[config.mk]
export PLATFORM = sky130hd
export DESIGN_NAME = ddr2_init_seq
export DESIGN_NICKNAME = d
export VERILOG_FILES = /design/src/rtl/ddr2_init_seq.sv
export SDC_FILE = /design/constraint.sdc
export NUM_CORES = 1
export LEC_CHECK = 0
export BUFFER_PORTS_ARGS = -buffer_cell sky130_fd_sc_hd__buf_4
export CAP_MARGIN = 20
export CORE_UTILIZATION = 57
export CTS_CLUSTER_SIZE = 12
export DETAILED_ROUTE_END_ITERATION = 10
export GPL_ROUTABILITY_DRIVEN = 0
export PLACE_DENSITY = 0.89
export SLEW_MARGIN = 5
export SYNTH_ARGS = -nofsm -noshare
export SYNTH_HDL_FRONTEND = slang
export SYNTH_SLANG_ARGS = --single-unit
[constraint.sdc]
create_clock -name clk -period 2.2 [get_ports clk]
set_input_delay 0 -clock clk [delete_from_list [all_inputs] [get_ports clk]]
set_output_delay 0 -clock clk [all_outputs]
set_load 0.005 [all_outputs]
[src/rtl/ddr2_init_seq.sv]
// DDR2 power-up initialization sequencer.
// Walks the JEDEC DDR2 init command list (PRECHARGE, EMRS2/3/1, DLL-reset MRS,
// PRECHARGE, 2x REFRESH, MRS, OCD default/exit) on a DFI-style command bus.
// Every output is registered; the bus value for a cycle is decoded from the
// state being entered, so each command occupies exactly one cycle.
module ddr2_init_seq #(
    parameter int          T_INIT_WAIT = 200,
    parameter int          T_CKE_NOP   = 80,
    parameter int          T_RP        = 4,
    parameter int          T_MRD       = 2,
    parameter int          T_RFC       = 26,
    parameter int          T_DLLK      = 200,
    parameter logic [14:0] MR_VAL      = 15'h0432,
    parameter logic [14:0] EMR1_VAL    = 15'h0044,
    parameter logic [14:0] EMR2_VAL    = 15'h0000,
    parameter logic [14:0] EMR3_VAL    = 15'h0000
) (
    input  logic        clk,
    input  logic        rst_n,
    output logic        init_done,
    output logic        cke,
    output logic [1:0]  cs_n,
    output logic        ras_n,
    output logic        cas_n,
    output logic        we_n,
    output logic [1:0]  ba,
    output logic [14:0] addr
);

    // A zero-length wait is stretched to one cycle so commands never collide.
    localparam int P_INIT = (T_INIT_WAIT < 1) ? 1 : T_INIT_WAIT;
    localparam int P_CKE  = (T_CKE_NOP   < 1) ? 1 : T_CKE_NOP;
    localparam int P_RP   = (T_RP        < 1) ? 1 : T_RP;
    localparam int P_MRD  = (T_MRD       < 1) ? 1 : T_MRD;
    localparam int P_RFC  = (T_RFC       < 1) ? 1 : T_RFC;
    localparam int P_DLLK = (T_DLLK      < 1) ? 1 : T_DLLK;

    localparam int M1   = (P_INIT > P_CKE) ? P_INIT : P_CKE;
    localparam int M2   = (M1 > P_RP) ? M1 : P_RP;
    localparam int M3   = (M2 > P_MRD) ? M2 : P_MRD;
    localparam int M4   = (M3 > P_RFC) ? M3 : P_RFC;
    localparam int MAXP = (M4 > P_DLLK) ? M4 : P_DLLK;
    localparam int CW   = $clog2(MAXP + 1);

    // Terminal counts: a state lasting N cycles leaves when its counter reads N-1.
    localparam logic [CW-1:0] L_INIT = CW'(P_INIT - 1);
    localparam logic [CW-1:0] L_CKE  = CW'(P_CKE - 1);
    localparam logic [CW-1:0] L_RP   = CW'(P_RP - 1);
    localparam logic [CW-1:0] L_MRD  = CW'(P_MRD - 1);
    localparam logic [CW-1:0] L_RFC  = CW'(P_RFC - 1);
    localparam logic [CW-1:0] L_DLLK = CW'(P_DLLK - 1);

    // A8 is the DLL-reset bit of MR; A9:A7 (OCD program) and A0 (DLL enable) of EMR1.
    localparam logic [14:0] A_MR_DLL   = MR_VAL | 15'h0100;
    localparam logic [14:0] A_MR_NODLL = MR_VAL & ~15'h0100;
    localparam logic [14:0] A_EMR1     = EMR1_VAL & ~15'h0381;
    localparam logic [14:0] A_OCDDEF   = A_EMR1 | 15'h0380;

    localparam logic [2:0] CMD_NOP = 3'b111;
    localparam logic [2:0] CMD_PRE = 3'b010;
    localparam logic [2:0] CMD_REF = 3'b001;
    localparam logic [2:0] CMD_MRS = 3'b000;

    typedef enum logic [3:0] {
        S_WAIT, S_CKE, S_PRE1, S_EMR2, S_EMR3, S_EMR1, S_MRDLL, S_PRE2,
        S_REF1, S_REF2, S_MR, S_OCDDEF, S_OCDEXIT, S_DLLWAIT, S_DONE
    } state_t;

    state_t          r_state;
    state_t          w_state_nxt;
    logic [CW-1:0]   r_cnt;
    logic [CW-1:0]   r_dll;
    logic [CW-1:0]   w_lim;
    logic            w_expire;
    logic            w_enter;
    logic            w_dll_done;

    logic            w_init_done;
    logic            w_cke;
    logic [1:0]      w_cs_n;
    logic [2:0]      w_cmd;
    logic [1:0]      w_ba;
    logic [14:0]     w_addr;

    logic            r_init_done;
    logic            r_cke;
    logic [1:0]      r_cs_n;
    logic [2:0]      r_cmd;
    logic [1:0]      r_ba;
    logic [14:0]     r_addr;

    assign w_expire   = (r_cnt == w_lim);
    assign w_enter    = (w_state_nxt != r_state);
    assign w_dll_done = (r_dll == L_DLLK);

    // Next-state: each state holds for its gap, then advances in the fixed order.
    always_comb begin
        w_state_nxt = r_state;
        w_lim       = L_MRD;
        case (r_state)
            S_WAIT:    begin w_lim = L_INIT; if (w_expire) w_state_nxt = S_CKE;    end
            S_CKE:     begin w_lim = L_CKE;  if (w_expire) w_state_nxt = S_PRE1;   end
            S_PRE1:    begin w_lim = L_RP;   if (w_expire) w_state_nxt = S_EMR2;   end
            S_EMR2:    begin w_lim = L_MRD;  if (w_expire) w_state_nxt = S_EMR3;   end
            S_EMR3:    begin w_lim = L_MRD;  if (w_expire) w_state_nxt = S_EMR1;   end
            S_EMR1:    begin w_lim = L_MRD;  if (w_expire) w_state_nxt = S_MRDLL;  end
            S_MRDLL:   begin w_lim = L_MRD;  if (w_expire) w_state_nxt = S_PRE2;   end
            S_PRE2:    begin w_lim = L_RP;   if (w_expire) w_state_nxt = S_REF1;   end
            S_REF1:    begin w_lim = L_RFC;  if (w_expire) w_state_nxt = S_REF2;   end
            S_REF2:    begin w_lim = L_RFC;  if (w_expire) w_state_nxt = S_MR;     end
            S_MR:      begin w_lim = L_MRD;  if (w_expire) w_state_nxt = S_OCDDEF; end
            S_OCDDEF:  begin w_lim = L_MRD;  if (w_expire) w_state_nxt = S_OCDEXIT; end
            S_OCDEXIT: begin
                w_lim = L_MRD;
                if (w_expire) w_state_nxt = w_dll_done ? S_DONE : S_DLLWAIT;
            end
            S_DLLWAIT: begin if (w_dll_done) w_state_nxt = S_DONE; end
            S_DONE:    w_state_nxt = S_DONE;
            default:   w_state_nxt = S_WAIT;
        endcase
    end

    // Bus decode for the coming cycle: a command only on the edge a command state is entered.
    always_comb begin
        w_init_done = 1'b0;
        w_cke       = 1'b1;
        w_cs_n      = 2'b00;
        w_cmd       = CMD_NOP;
        w_ba        = 2'd0;
        w_addr      = 15'd0;
        case (w_state_nxt)
            S_WAIT: begin
                w_cke  = 1'b0;
                w_cs_n = 2'b11;
            end
            S_DONE: begin
                w_init_done = 1'b1;
                w_cs_n      = 2'b11;
            end
            S_PRE1, S_PRE2: if (w_enter) begin w_cmd = CMD_PRE; w_addr = 15'h0400; end
            S_REF1, S_REF2: if (w_enter) w_cmd = CMD_REF;
            S_EMR2:    if (w_enter) begin w_cmd = CMD_MRS; w_ba = 2'd2; w_addr = EMR2_VAL;   end
            S_EMR3:    if (w_enter) begin w_cmd = CMD_MRS; w_ba = 2'd3; w_addr = EMR3_VAL;   end
            S_EMR1:    if (w_enter) begin w_cmd = CMD_MRS; w_ba = 2'd1; w_addr = A_EMR1;     end
            S_MRDLL:   if (w_enter) begin w_cmd = CMD_MRS; w_ba = 2'd0; w_addr = A_MR_DLL;   end
            S_MR:      if (w_enter) begin w_cmd = CMD_MRS; w_ba = 2'd0; w_addr = A_MR_NODLL; end
            S_OCDDEF:  if (w_enter) begin w_cmd = CMD_MRS; w_ba = 2'd1; w_addr = A_OCDDEF;   end
            S_OCDEXIT: if (w_enter) begin w_cmd = CMD_MRS; w_ba = 2'd1; w_addr = A_EMR1;     end
            default: ;
        endcase
    end

    // State register and per-state gap counter (cleared on every transition, saturating).
    always_ff @(posedge clk or negedge rst_n) begin
        if (!rst_n) begin
            r_state <= S_WAIT;
            r_cnt   <= '0;
        end else begin
            r_state <= w_state_nxt;
            if (w_enter)
                r_cnt <= '0;
            else if (r_cnt != {CW{1'b1}})
                r_cnt <= r_cnt + 1'b1;
        end
    end

    // DLL lock counter: restarts on the DLL-reset MRS and stops at its terminal count.
    always_ff @(posedge clk or negedge rst_n) begin
        if (!rst_n)
            r_dll <= '0;
        else if (w_enter && (w_state_nxt == S_MRDLL))
            r_dll <= '0;
        else if (!w_dll_done)
            r_dll <= r_dll + 1'b1;
    end

    // Output registers; reset forces the deselect/cke-low bus immediately.
    always_ff @(posedge clk or negedge rst_n) begin
        if (!rst_n) begin
            r_init_done <= 1'b0;
            r_cke       <= 1'b0;
            r_cs_n      <= 2'b11;
            r_cmd       <= CMD_NOP;
            r_ba        <= 2'd0;
            r_addr      <= 15'd0;
        end else begin
            r_init_done <= w_init_done;
            r_cke       <= w_cke;
            r_cs_n      <= w_cs_n;
            r_cmd       <= w_cmd;
            r_ba        <= w_ba;
            r_addr      <= w_addr;
        end
    end

    assign init_done = r_init_done;
    assign cke       = r_cke;
    assign cs_n      = r_cs_n;
    assign ras_n     = r_cmd[2];
    assign cas_n     = r_cmd[1];
    assign we_n      = r_cmd[0];
    assign ba        = r_ba;
    assign addr      = r_addr;

endmodule
### After elaboration in Yosys (flattened, before gate mapping)

Index checks and enable logic that the tools add are counted.

| storage, ports and cells | value |
|---|---|
| bits in registers | 44 |
| bits of input ports | 2 |
| output and inout bits | 24 |

| cells by class | value |
|---|---|
| equal/unequal tests | 31 |
| add/subtract/negate cells | 2 |
| mux-type cells | 38 |
| reductions and logical operators | 12 |

Operators with widths:

| operator | count |
|---|---|
| 4-bit case mux with 15 select lines | 1 |
| 4-bit two-way mux | 14 |
| 11-bit case mux with 5 select lines | 1 |
| 4-bit equality test (second input constant) | 13 |
| 11-bit two-way mux | 3 |
| 4-bit by 3-bit equality test with 1-bit output (second input constant) | 8 |
| 8-bit two-way mux | 4 |
| 8-bit case mux with 4 select lines | 1 |
| 8-bit by 1-bit adder with 8-bit output (second input constant) | 2 |
| 4-bit by 2-bit equality test with 1-bit output (second input constant) | 4 |
| 2-bit OR reduction | 6 |
| 10-bit two-way mux | 1 |
| 3-bit two-way mux | 3 |
| 3-bit case mux with 3 select lines | 1 |
| 8-bit equality test | 1 |
| 8-bit equality test (second input constant) | 1 |
| 4-bit logical NOT | 2 |
| 2-bit two-way mux | 4 |
| 8-bit != test (second input constant) | 1 |
| 7-bit two-way mux | 1 |
| 7-bit OR reduction | 1 |
| 2-bit case mux with 3 select lines | 1 |
| 4-bit by 1-bit equality test with 1-bit output (second input constant) | 1 |
| 4-bit != test | 1 |
| 5 further kinds | 7 |

### Longest topological paths before layout

Gate-level depths: netlist of the first run.

| depth | value |
|---|---|
| word-level depth | 9 |
| depth in mapped cells | 7 |

### Least setup slack after synthesis of the first run

OpenSTA, ideal clock, no wires.

| timing | value |
|---|---|
| kind | reg2reg |
| start point | reg r_state[0] |
| end point | reg r_cnt[0] |
| period minus slack after synthesis | 1.927 ns |
| cell stages (with the launch flop) | 7 |
| buffers on the path | 1 |
| setup time | 0.138 ns |
| required time | 2.062 ns |
| setup slack | 0.273 ns |
| arrival time | 1.789 ns |
| path through | dfrtp_1 > buf_6 > or4b_4 > a21oi_4 > o211ai_4 > o31ai_4 > a21oi_1 |

| on the way | value |
|---|---|
| longest elaborated chain between the ends | 8 |
| elaborated cells between the ends (all ways) | 37 |
| those cells by class | eq/ne: 16; mux: 17; reduce/logical: 4 |

Ends and longest elaborated chain:

| element | line | source |
|---|---|---|
| from (decl) | 69 | `state_t r_state;` |
| from (signal assigned) | 159 | `r_state <= w_state_nxt;` |
| 4-bit equality test (tied with other cells) | 100 | `case (r_state)` |
| 2-bit OR reduction (no source line) | - |  |
| 8-bit case mux with 4 select lines | 100 |  |
| 8-bit equality test | 92 | `assign w_expire = (r_cnt == w_lim);` |
| 4-bit two-way mux (tied with other cells) | 115 | `if (w_expire) w_state_nxt = w_dll_done ? S_DONE : S_DLLWAIT;` |
| 4-bit case mux with 15 select lines | 100 |  |
| 4-bit != test * | 93 | `assign w_enter = (w_state_nxt != r_state);` |
| 8-bit two-way mux / 2-bit nonzero test (equally long branches) | - |  |
| to (signal assigned) | 163 | `r_cnt <= r_cnt + 1'b1;` |
| to (decl) | 71 | `logic [CW-1:0] r_cnt;` |

Every way passes the cells marked *; elsewhere a longest branch is shown, timed or not.
A chain may end at the register's enable or synchronous reset.

### Final worst setup path of the first run

| timing | value |
|---|---|
| start point | reg r_state[1] |
| end point | reg r_state[0] |

| on the way | value |
|---|---|
| longest elaborated chain between the ends | 6 |
| elaborated cells between the ends (all ways) | 33 |
| those cells by class | eq/ne: 15; mux: 15; reduce/logical: 3 |

Ends and longest elaborated chain:

| element | line | source |
|---|---|---|
| 4-bit equality test (tied with other cells) | 100 |  |
| 2-bit OR reduction (no source line) | - |  |
| 8-bit case mux with 4 select lines | 100 |  |
| 8-bit equality test | 92 |  |
| 4-bit two-way mux (tied with other cells) | 115 |  |
| 4-bit case mux with 15 select lines * | 100 |  |
| via w_state_nxt[0] | 70 | `state_t w_state_nxt;` |

The timed path passes the listed nets; every way through them passes the cells marked *.

==> results.ini, run 1 <==
[critical_path]
critPathLaunchType = flip-flop
worstSetupStartpoint = r_state[1]
cp.arrival_ps = 2260
endpoint = r_state[0]
crit_type = reg -> reg
cp.required_ps = 2440
rr_worst_depth = 5
slowest_stage = o2111a_1
max_stage_delay_ps = 460
worstPathMaxFanout = 7
reg2reg_to = r_state[0]
path_cells = or2_1, o21ai_0, o2111a_1, a21oi_1, a211oi_1
reg2reg_from = r_state[1]
worstSetupEndpointType = flip-flop
ff2ff_setup_slack_ps = 180

[global_routing]
grt_max_degree = 34
antenna_found_initial = 0
grt_pass1_wl_um = 6299
first_global_vias = 1424
grt_use_total_pct = 24.05
grt-ovfl-total = 0

[cts]
clk_pin_slew_ps = 110
cts.sinks = 33
clkLatencyLatePin_ps = 340
cts_tree = yes
htree_levels = 2
cts_buffer_depth = 2
root_buffer = clkbuf_4
cts_buffers = 5

[die]
num_io_pins = 26
initial_core_util_pct = 61.88
core-area_um2 = 3128
die_h_um = 60.28
rows = 20
die_area_um2 = 3633
dieWidth_um = 60.28

[power]
ir_drop_mv = 0.3558
switchingPower_mw = 0.2283
switching_share_pct = 23.84
p_total_mw = 0.9575
power_frac_seq_pct = 63.3
p_clk_share_pct = 35.0
p_int_mw = 0.7292
powerDensity_nw_per_um2 = 443.4
power_leakage_nw = 0.9077
comb_power_share_pct = 1.6

[sta]
hold_violations = 0
tns_ps = 0
worst_pin_slew_ps = 551.6
rsz0062_at_grt = false
final-setup-viol-count = 0
post-route-period-util_pct = 91.65
post-route-min-period_ps = 2016
maxSlewViolCount = 0
max_freq_ghz = 0.4960
relSlewSlack_pct = 62.94
skew_ps = 6.427

[final_layout]
syn2layout_area_growth_pct = 11.57
final_cell_mix = dfrtp_1 (29), buf_4 (28), nor2_1 (17)
final_common_cell = dfrtp_1
n_antenna_cell = 0
nNetsFinal = 224
final_layout_size_suffix_gt1_share_pct = 25.79

[drt]
route.detailed.drc = 0
dr.pass1.iters = 4
routed_via_density = 5.853
drtAntennaViolNets = 0
wl_um = 3739
avgRoutedWirePerCell_um = 14.11
num_vias = 1551
drt_iter0_drc = 40

[synthesis]
yosys-top-cells-area = dfrtp_1 (37%), dfstp_2 (5.4%), buf_4 (4.7%)
yosysTopAreaCellShare_pct = 37.49
synth_edf_count = 0
syn_inst = 199
synth_cell_type_count = 55
avgSynthCellArea_um2 = 9.727
yosys_register_bits = 33
ys_seq_area_share_pct = 42.92
syn_area_um2 = 1936
synth_warnings = 0
async_flop_share_pct = 100.0
ys.flop_type = dfrtp_1
synth_area_leader_cell = dfrtp_1

[flow_run]
max-cap-violations = 0

[placed_design]
dpl.hpwl_um = 2646
io_buffers = 19

[run_status]
run_status = finished clean

[min_path]
hp-class = in -> async

[worst min-delay path by stage]
stage | start | end | slack (ps) | depth (start not counted)
2_1_floorplan | rst_n | addr[10] | -300 | 0
3_3_place_gp | rst_n | addr[8] | -50 | 1
3_5_place_dp | rst_n | addr[9] | -40 | 1
4_1_cts | rst_n | addr[9] | 130 | 2
5_1_grt | rst_n | addr[9] | 130 | 2
6_report | rst_n | ba[0] | 110 | 2
[sequential cells by signal, indices dropped and copies added, names as in the netlist]
register / count
cke: 1
r_state: 4
r_cmd: 3
addr: 5
cs_n: 1
ba: 2
r_dll: 8
r_cnt: 8
init_done: 1
[cells in the mapped netlist, types with 4 or more instances]
master	count
xor2_1	7
clkbuf_1	4
o21ai_0	8
nand3_1	12
buf_4	12
inv_1	5
dfstp_2	4
nand4_1	6
nand2_1	13
a21oi_1	13
xnor2_1	4
dfrtp_1	29
nor2_1	17
nor3_1	11
[power by group through the flow]
stage               clock network (mW)  logic [mW]  registers [mW]
floorplan                            0     0.00996           0.618
global placement                     0      0.0149           0.618
detailed placement                   0      0.0151           0.618
CTS                              0.341      0.0165           0.607
global route                     0.366      0.0190           0.607
finish                           0.335      0.0157           0.607
[through the flow]
step                hold slack [ps]  utilization, %  cells  cell area, um2  worst slack (ps)
floorplan                    -295.6               -    204            1954             273.0
global placement             -45.86           66.32    254            2074             165.5
detailed placement           -43.25           66.32    254            2074             122.5
CTS                           129.4           68.40    263            2140             114.1
global route                  134.3           69.04    265            2160             50.67
finish                        111.9           69.04    265            2160             183.8
[cell type report]
class,instances,area (um2)
multi-input cells,146,979.7
fillers,241,968.4
flip-flops and latches,33,830.8
repair buffers,29,220.2
well taps,44,55.05
clock buffers,5,37.54
inverters,5,18.77
clock inverters,3,17.52
[critical path: cells and delay by family (launching register included)]
| family | cells | cell delay [ps] |
|---|---|---|
| flip-flops | 1 | 440 |
| AND/OR/NAND/NOR | 1 | 290 |
| AO/OA/AOI/OAI | 4 | 1180 |
[cells by family after synthesis]
| family | Yosys count | synth area share [%] |
|---|---|---|
| xor gates and xnor gates | 11 | 4.977 |
| DFF | 33 | 42.92 |
| and+or+nand+nor | 85 | 24.82 |
| muxes | 3 | 1.551 |
| AOI/OAI and AO/OA | 39 | 16.55 |
| buffers and inverters | 25 | 7.692 |
| other | 1 | 0.1937 |
| adders and majority gates | 2 | 1.293 |
[repair_timing]
item,4_1_cts,5_1_grt
setup endpoints to repair,0,9
endpoints found under the hold margin,33,0
hold buffers,1,0
resized for setup,0,1
buffers inserted,0,2
[layer usage]
metal | part of all wire, % | wire length [um] | GRT usage (%) | vias to the layer above
met5 | 0 | 0 | 0 | -
met4 | 1.7 | 65 | 11.96 | 0
met3 | 5.7 | 214 | 7.143 | 5
met2 | 49 | 1846 | 38.46 | 55
met1 | 43 | 1613 | 29.28 | 750
li1 | - | - | - | 741
(Power assumes the default switching activity.)
==> run 2: changes to the inputs <==
Settings changed: CORE_ASPECT_RATIO set to 0.8, SETUP_SLACK_MARGIN set to 0.1, TNS_END_PERCENT set to 5.
==> run 2 against run 1 <==
- global-route usage is 1.9 points higher
- register-to-register slack worse by 20 ps
- flip-flop and latch count stayed put
==> results.ini, run 2 (synthesis gave the netlist of run 1 again) <==
[sta]
hold_violations = 0  ; unchanged
skew_ps = 5.181  ; -1.247 ps
maxSlewViolCount = 0  ; unchanged
post-route-period-util_pct = 92.43  ; +0.79 points
final-setup-viol-count = 0  ; unchanged
tns_ps = 0  ; unchanged
rsz0062_at_grt = false
max_freq_ghz = 0.4918  ; -0.85%
post-route-min-period_ps = 2034  ; +17.35 ps
worst_pin_slew_ps = 522.8  ; -28.85 ps
relSlewSlack_pct = 64.88  ; +1.9 points

[global_routing]
grt-ovfl-total = 0  ; unchanged
grt_pass1_wl_um = 6741  ; +7.0%
grt_use_total_pct = 25.91  ; +1.9 points
grt_max_degree = 34  ; unchanged
antenna_found_initial = 0  ; unchanged
first_global_vias = 1509  ; +6.0%

[die]
initial_core_util_pct = 61.39  ; -0.49 points
dieWidth_um = 67.15  ; +11%
core-area_um2 = 3153  ; +0.80%
num_io_pins = 26  ; unchanged
die_area_um2 = 3634  ; about the same
rows = 18  ; -10%
die_h_um = 54.12  ; -10%

[cts]
cts.sinks = 33  ; unchanged
htree_levels = 2  ; unchanged
root_buffer = clkbuf_8
cts_buffers = 5  ; unchanged
clk_pin_slew_ps = 70  ; -40 ps
clkLatencyLatePin_ps = 290  ; -50 ps
cts_buffer_depth = 2  ; unchanged
cts_tree = yes

[final_layout]
final_layout_size_suffix_gt1_share_pct = 26.13  ; +0.33 points
final_util_pct = 70.04  ; +1.0 points
fill_cells = 246  ; +2.1%
n_antenna_cell = 0  ; unchanged
final_cell_mix = dfrtp_1 (29), buf_4 (28), nor2_1 (17)
final_common_cell = dfrtp_1
syn2layout_area_growth_pct = 14.09
nNetsFinal = 225  ; +0.45%

[drt]
avgRoutedWirePerCell_um = 15.33  ; +8.6%
routed_via_density = 5.954  ; +1.7%
drt_iter0_drc = 158  ; +300%
wl_um = 4016  ; +7.4%
route.detailed.drc = 0  ; unchanged
drtAntennaViolNets = 0  ; unchanged
dr.pass1.iters = 4  ; unchanged
num_vias = 1560  ; +0.58%

[critical_path]
worstPathMaxFanout = 7  ; unchanged
crit_type = reg -> reg
cp.required_ps = 2370  ; -70 ps
worstSetupEndpointType = flip-flop
critPathLaunchType = flip-flop
reg2reg_from = r_state[3]
ff2ff_setup_slack_ps = 170  ; -20 ps
rr_worst_depth = 6  ; +1
endpoint = r_state[2]
worstSetupStartpoint = r_state[3]
cp.arrival_ps = 2200  ; -60 ps
reg2reg_to = r_state[2]

[min_path]
hp-class = in -> async

[power]
ir_drop_mv = 0.5076  ; +43%
powerDensity_nw_per_um2 = 512.8  ; +16%
power_leakage_nw = 0.9356  ; +3.1%

[run_status]
run_status = finished clean

[flow_run]
max-cap-violations = 0  ; unchanged

[placed_design]
io_buffers = 19  ; unchanged
dpl.hpwl_um = 2751  ; +4.0%

[run 2: cell types whose count changed in the layout (fill, tap and decap cells not counted)]
cell | previous run | this run
o2111a_2 | 0 | 1
clkbuf_4 | 5 | 0
clkbuf_8 | 0 | 7
clkinvlp_4 | 1 | 0
nor3_2 | 1 | 0
nor3_1 | 10 | 11
o21ai_0 | 8 | 7
o2111a_1 | 1 | 0
clkinv_2 | 2 | 1
o21ai_1 | 0 | 1
buf_6 | 0 | 1
[run 2: per-layer routing]
layer	global-route usage [%]	vias up	routed length, um
met4	8.511	0	26
met5	0	-	0
li1	-	740	-
met2	40.50	58	1904
met3	8.475	2	302
met1	34.00	760	1782
[run 2: layout make-up]
| cell class | count | area [um2] | area share [%] |
|---|---|---|---|
| clock buffers | 7 | 96.34 | 4.363 |
| flip-flops and latches | 33 | 830.8 | 37.62 |
| repair buffers | 30 | 231.5 | 10.48 |
| multi-input cells | 146 | 975.9 | 44.19 |
| well taps | 40 | 50.05 | 2.266 |
| clock inverters | 1 | 5.005 | 0.2266 |
| inverters | 5 | 18.77 | 0.8499 |
[run 2: worst min-delay path by stage]
stage	end	slack, ps	cells past startpoint
finish	ba[1]	180	2
global route	addr[9]	230	2
CTS	ba[1]	190	2
detailed placement	ba[1]	-40	1
global placement	addr[9]	-40	1
floorplan	addr[10]	-300	0
[run 2: report_power, final]
part           total (mW)  leakage, nW  switching (mW)  internal [mW]
Clock               0.509       0.0542           0.227          0.283
Combinational      0.0159        0.463          0.0136        0.00236
Sequential          0.607        0.418               0          0.607
[run 2: worst max-delay path: stages, from the launching register on]
cell and delay (ps):
dfrtp_1 450, or3_1 430, nor2_1 200, o2111ai_2 300, buf_4 240, o211ai_1 190
nand3b_1 100
[run 2: repair_timing]
item,in CTS,in global routing
gates resized for setup,0,3
endpoints found under the hold margin,33,0
pin swaps,1,2
hold buffers,1,0
endpoints found under the setup margin,8,19
buffers inserted,2,1
[run 2: metrics by stage]
| step | setup slack (ps) | total power [mW] | area [um2] | std cells | hold slack, ps |
|---|---|---|---|---|---|
| final | 166.5 | 1.132 | 2208 | 262 | 178.6 |
| after global routing | 103.8 | 1.174 | 2208 | 262 | 225.8 |
| after CTS | 169.2 | 1.148 | 2196 | 261 | 188.7 |
| after detailed placement | 62.73 | 0.6334 | 2069 | 250 | -40.59 |
| after global placement | 162.0 | 0.6331 | 2069 | 250 | -44.62 |
| after floorplan | 273.0 | 0.6283 | 1954 | 204 | -295.6 |
==> run 3: changes to the inputs <==
Settings changed: CORE_ASPECT_RATIO 0.8 to 2.
Clock period 2.2 ns to 1.9 ns, I/O delays scaled along.
==> run 3 against run 2 <==
- the run now ends with negative setup slack left
- total power up 8.4%
- worst hold slack worse by 0.68 ps
- global-route usage up 3.6 points
- register-to-register slack worse by 240 ps
- sequential power up 16%
- cell area up 7.0%
- worst setup slack worse by 240 ps
- first-iteration DRC count down 56%
- clock power about the same
- sequential share of layout area down 2.4 points
- flip-flop and latch count unchanged
- critical path depth unchanged
- critical endpoint is now r_state[0]
- largest cell class unchanged
- largest power group unchanged
- highest routed layer unchanged
==> results.ini, run 3 (synthesis gave the netlist of run 1 again) <==
[drt]
dr.pass1.iters = 4  ; unchanged
m1WireLength_um = 1624  ; -8.9%
num_vias = 1692  ; +8.5%
wl_met2_um = 2770  ; +45%
drtAntennaViolNets = 0  ; unchanged
wl_um = 4840  ; +21%
top_layer_used = met4
wl_met3_um = 162  ; -46%
routed_via_density = 6.290  ; +5.6%
drt_iter0_drc = 69  ; -56%
route.detailed.drc = 0  ; unchanged
avgRoutedWirePerCell_um = 17.99  ; +17%

[critical_path]
worstSetupEndpointType = flip-flop
worstPathMaxFanout = 7  ; unchanged
ff2ff_setup_slack_ps = -80  ; -240 ps
reg2reg_to = r_state[0]
rr_worst_depth = 6  ; unchanged
reg2reg_from = r_state[2]
cp.required_ps = 2080  ; -290 ps
crit_type = reg -> reg
max_stage_delay_ps = 480  ; +30 ps
slowest_stage = or4_4
cp.arrival_ps = 2150  ; -50 ps
cp_top_family = compound AO/OA/AOI/OAI gates
critPathLaunchType = flip-flop
critical_path_buf_inv_count = 1  ; unchanged
path_cells = buf_4, a21boi_1, or4_4, o211ai_4, nor3_1, a211oi_1

[run_status]
run_status = finished with violations
violations = negative setup slack

[die]
die_area_um2 = 3647  ; +0.35%
rows = 29  ; +11
initial_core_util_pct = 60.62  ; -0.77 points
dieWidth_um = 43.21  ; -36%
die_h_um = 84.41  ; +56%
core-area_um2 = 3193  ; +1.3%
num_io_pins = 26  ; unchanged

[global_routing]
grt-ovfl-total = 0  ; unchanged
grt_use_total_pct = 29.51  ; +3.6 points
antenna_found_initial = 0  ; unchanged
first_global_vias = 1719  ; +14%
grt_pass1_wl_um = 8052  ; +19%
grt_max_degree = 34  ; unchanged

[final_layout]
finalInstanceArea_um2 = 2364  ; +7.0%
final_layout_size_suffix_gt1_share_pct = 35.29  ; +9.2 points
fill_cells = 229  ; -6.9%
final_common_cell = buf_4
nNetsFinal = 241  ; +7.1%
layout.cells.non_filler = 269  ; +2.7%
syn2layout_area_growth_pct = 22.11
final_cell_mix = buf_4 (43), dfrtp_1 (28), nor2_1 (15)
n_antenna_cell = 0  ; unchanged

[cts]
clkLatencyLatePin_ps = 290  ; about the same
cts_tree = yes
clk_pin_slew_ps = 70  ; about the same
cts_buffers = 5  ; unchanged
cts_buffer_depth = 2  ; unchanged
cts.sinks = 33  ; unchanged
htree_levels = 2  ; unchanged
root_buffer = clkbuf_8

[placed_design]
io_buffers = 19  ; unchanged
dpl-instance-area_um2 = 2215  ; +7.0%
dpl.hpwl_um = 3469  ; +26%
place_inst = 258  ; +3.2%

[power]
ir_drop_mv = 0.5824  ; +15%
powerDensity_nw_per_um2 = 519.4  ; +1.3%
power_leakage_nw = 1.017  ; +8.8%

[sta]
final-setup-viol-count = 12  ; +12
fin_ws_ps = -77.87  ; -244.3 ps
max_freq_ghz = 0.5056  ; +2.8%
maxSlewViolCount = 0  ; unchanged
skew_ps = 7.339  ; +2.158 ps
post-route-period-util_pct = 104.1  ; +12 points
hold_violations = 0  ; unchanged
post-route-min-period_ps = 1978  ; -55.68 ps
rsz0062_at_grt = true

[flow_run]
max-cap-violations = 0  ; unchanged

[min_path]
hp-class = in -> async

run 3: how the worst max path moves through the flow:
| stage | from | end | slack [ps] | cells past startpoint |
|---|---|---|---|---|
| final | r_state[2] | r_state[0] | -80 | 6 |
| after global routing | r_state[2] | r_cnt[6] | -150 | 7 |
| after CTS | r_state[2] | r_cnt[1] | -50 | 6 |
| after detailed placement | r_state[2] | r_cnt[5] | -110 | 6 |
| after global placement | r_state[2] | init_done | -50 | 6 |
| after floorplan | r_state[3] | r_cnt[0] | 80 | 5 |
run 3: through the flow:
stage / total power [mW] / hold WS (ps) / utilization [%] / setup TNS [ps] / setup slack, ps
3_5_place_dp: 0.7336 / -37.01 / 69.36 / -1079 / -109.4
4_1_cts: 1.238 / 189.6 / 73.08 / -340.9 / -46.89
3_3_place_gp: 0.7328 / -47.60 / 69.36 / -229.6 / -52.45
2_1_floorplan: 0.7275 / -295.6 / - / 0 / 76.25
6_report: 1.228 / 177.9 / 74.02 / -636.8 / -77.87
5_1_grt: 1.265 / 229.9 / 74.02 / -2079 / -153.3
run 3: final cells by class:
type / instances / area [um2] / share of cell area, %
timing repair buffer: 46 / 355.3 / 15.03
clock inverter: 2 / 10.01 / 0.4235
sequential: 33 / 832.0 / 35.20
inverter: 5 / 18.77 / 0.7941
clock buffer: 6 / 72.57 / 3.070
tap: 31 / 38.79 / 1.641
multi-input combinational: 146 / 1036 / 43.83
run 3: worst register-to-register path, stage by stage, from the launching register on:
cell	delay, ps
dfrtp_2	450
buf_4	160
a21boi_1	170
or4_4	480
o211ai_4	170
nor3_1	130
a211oi_1	300
run 3: per-layer routing:
metal	GRT usage, %	vias up
li1	-	773
met1	29.37	828
met2	53.73	63
met3	5.376	28
met4	16.80	0
met5	0	-
run 3: where the power goes:
part	internal, mW	switching (mW)
registers	0.703	0
logic	0.00273	0.0160
clock network	0.253	0.252
run 3: what timing repair did:
| item | CTS | global route |
|---|---|---|
| endpoints found under the hold margin | 33 | 0 |
| pin swaps | 2 | 4 |
| endpoints found under the setup margin | 28 | 31 |
| buffers inserted | 1 | 1 |
| hold buffers | 1 | 0 |
| gates resized for setup | 6 | 7 |
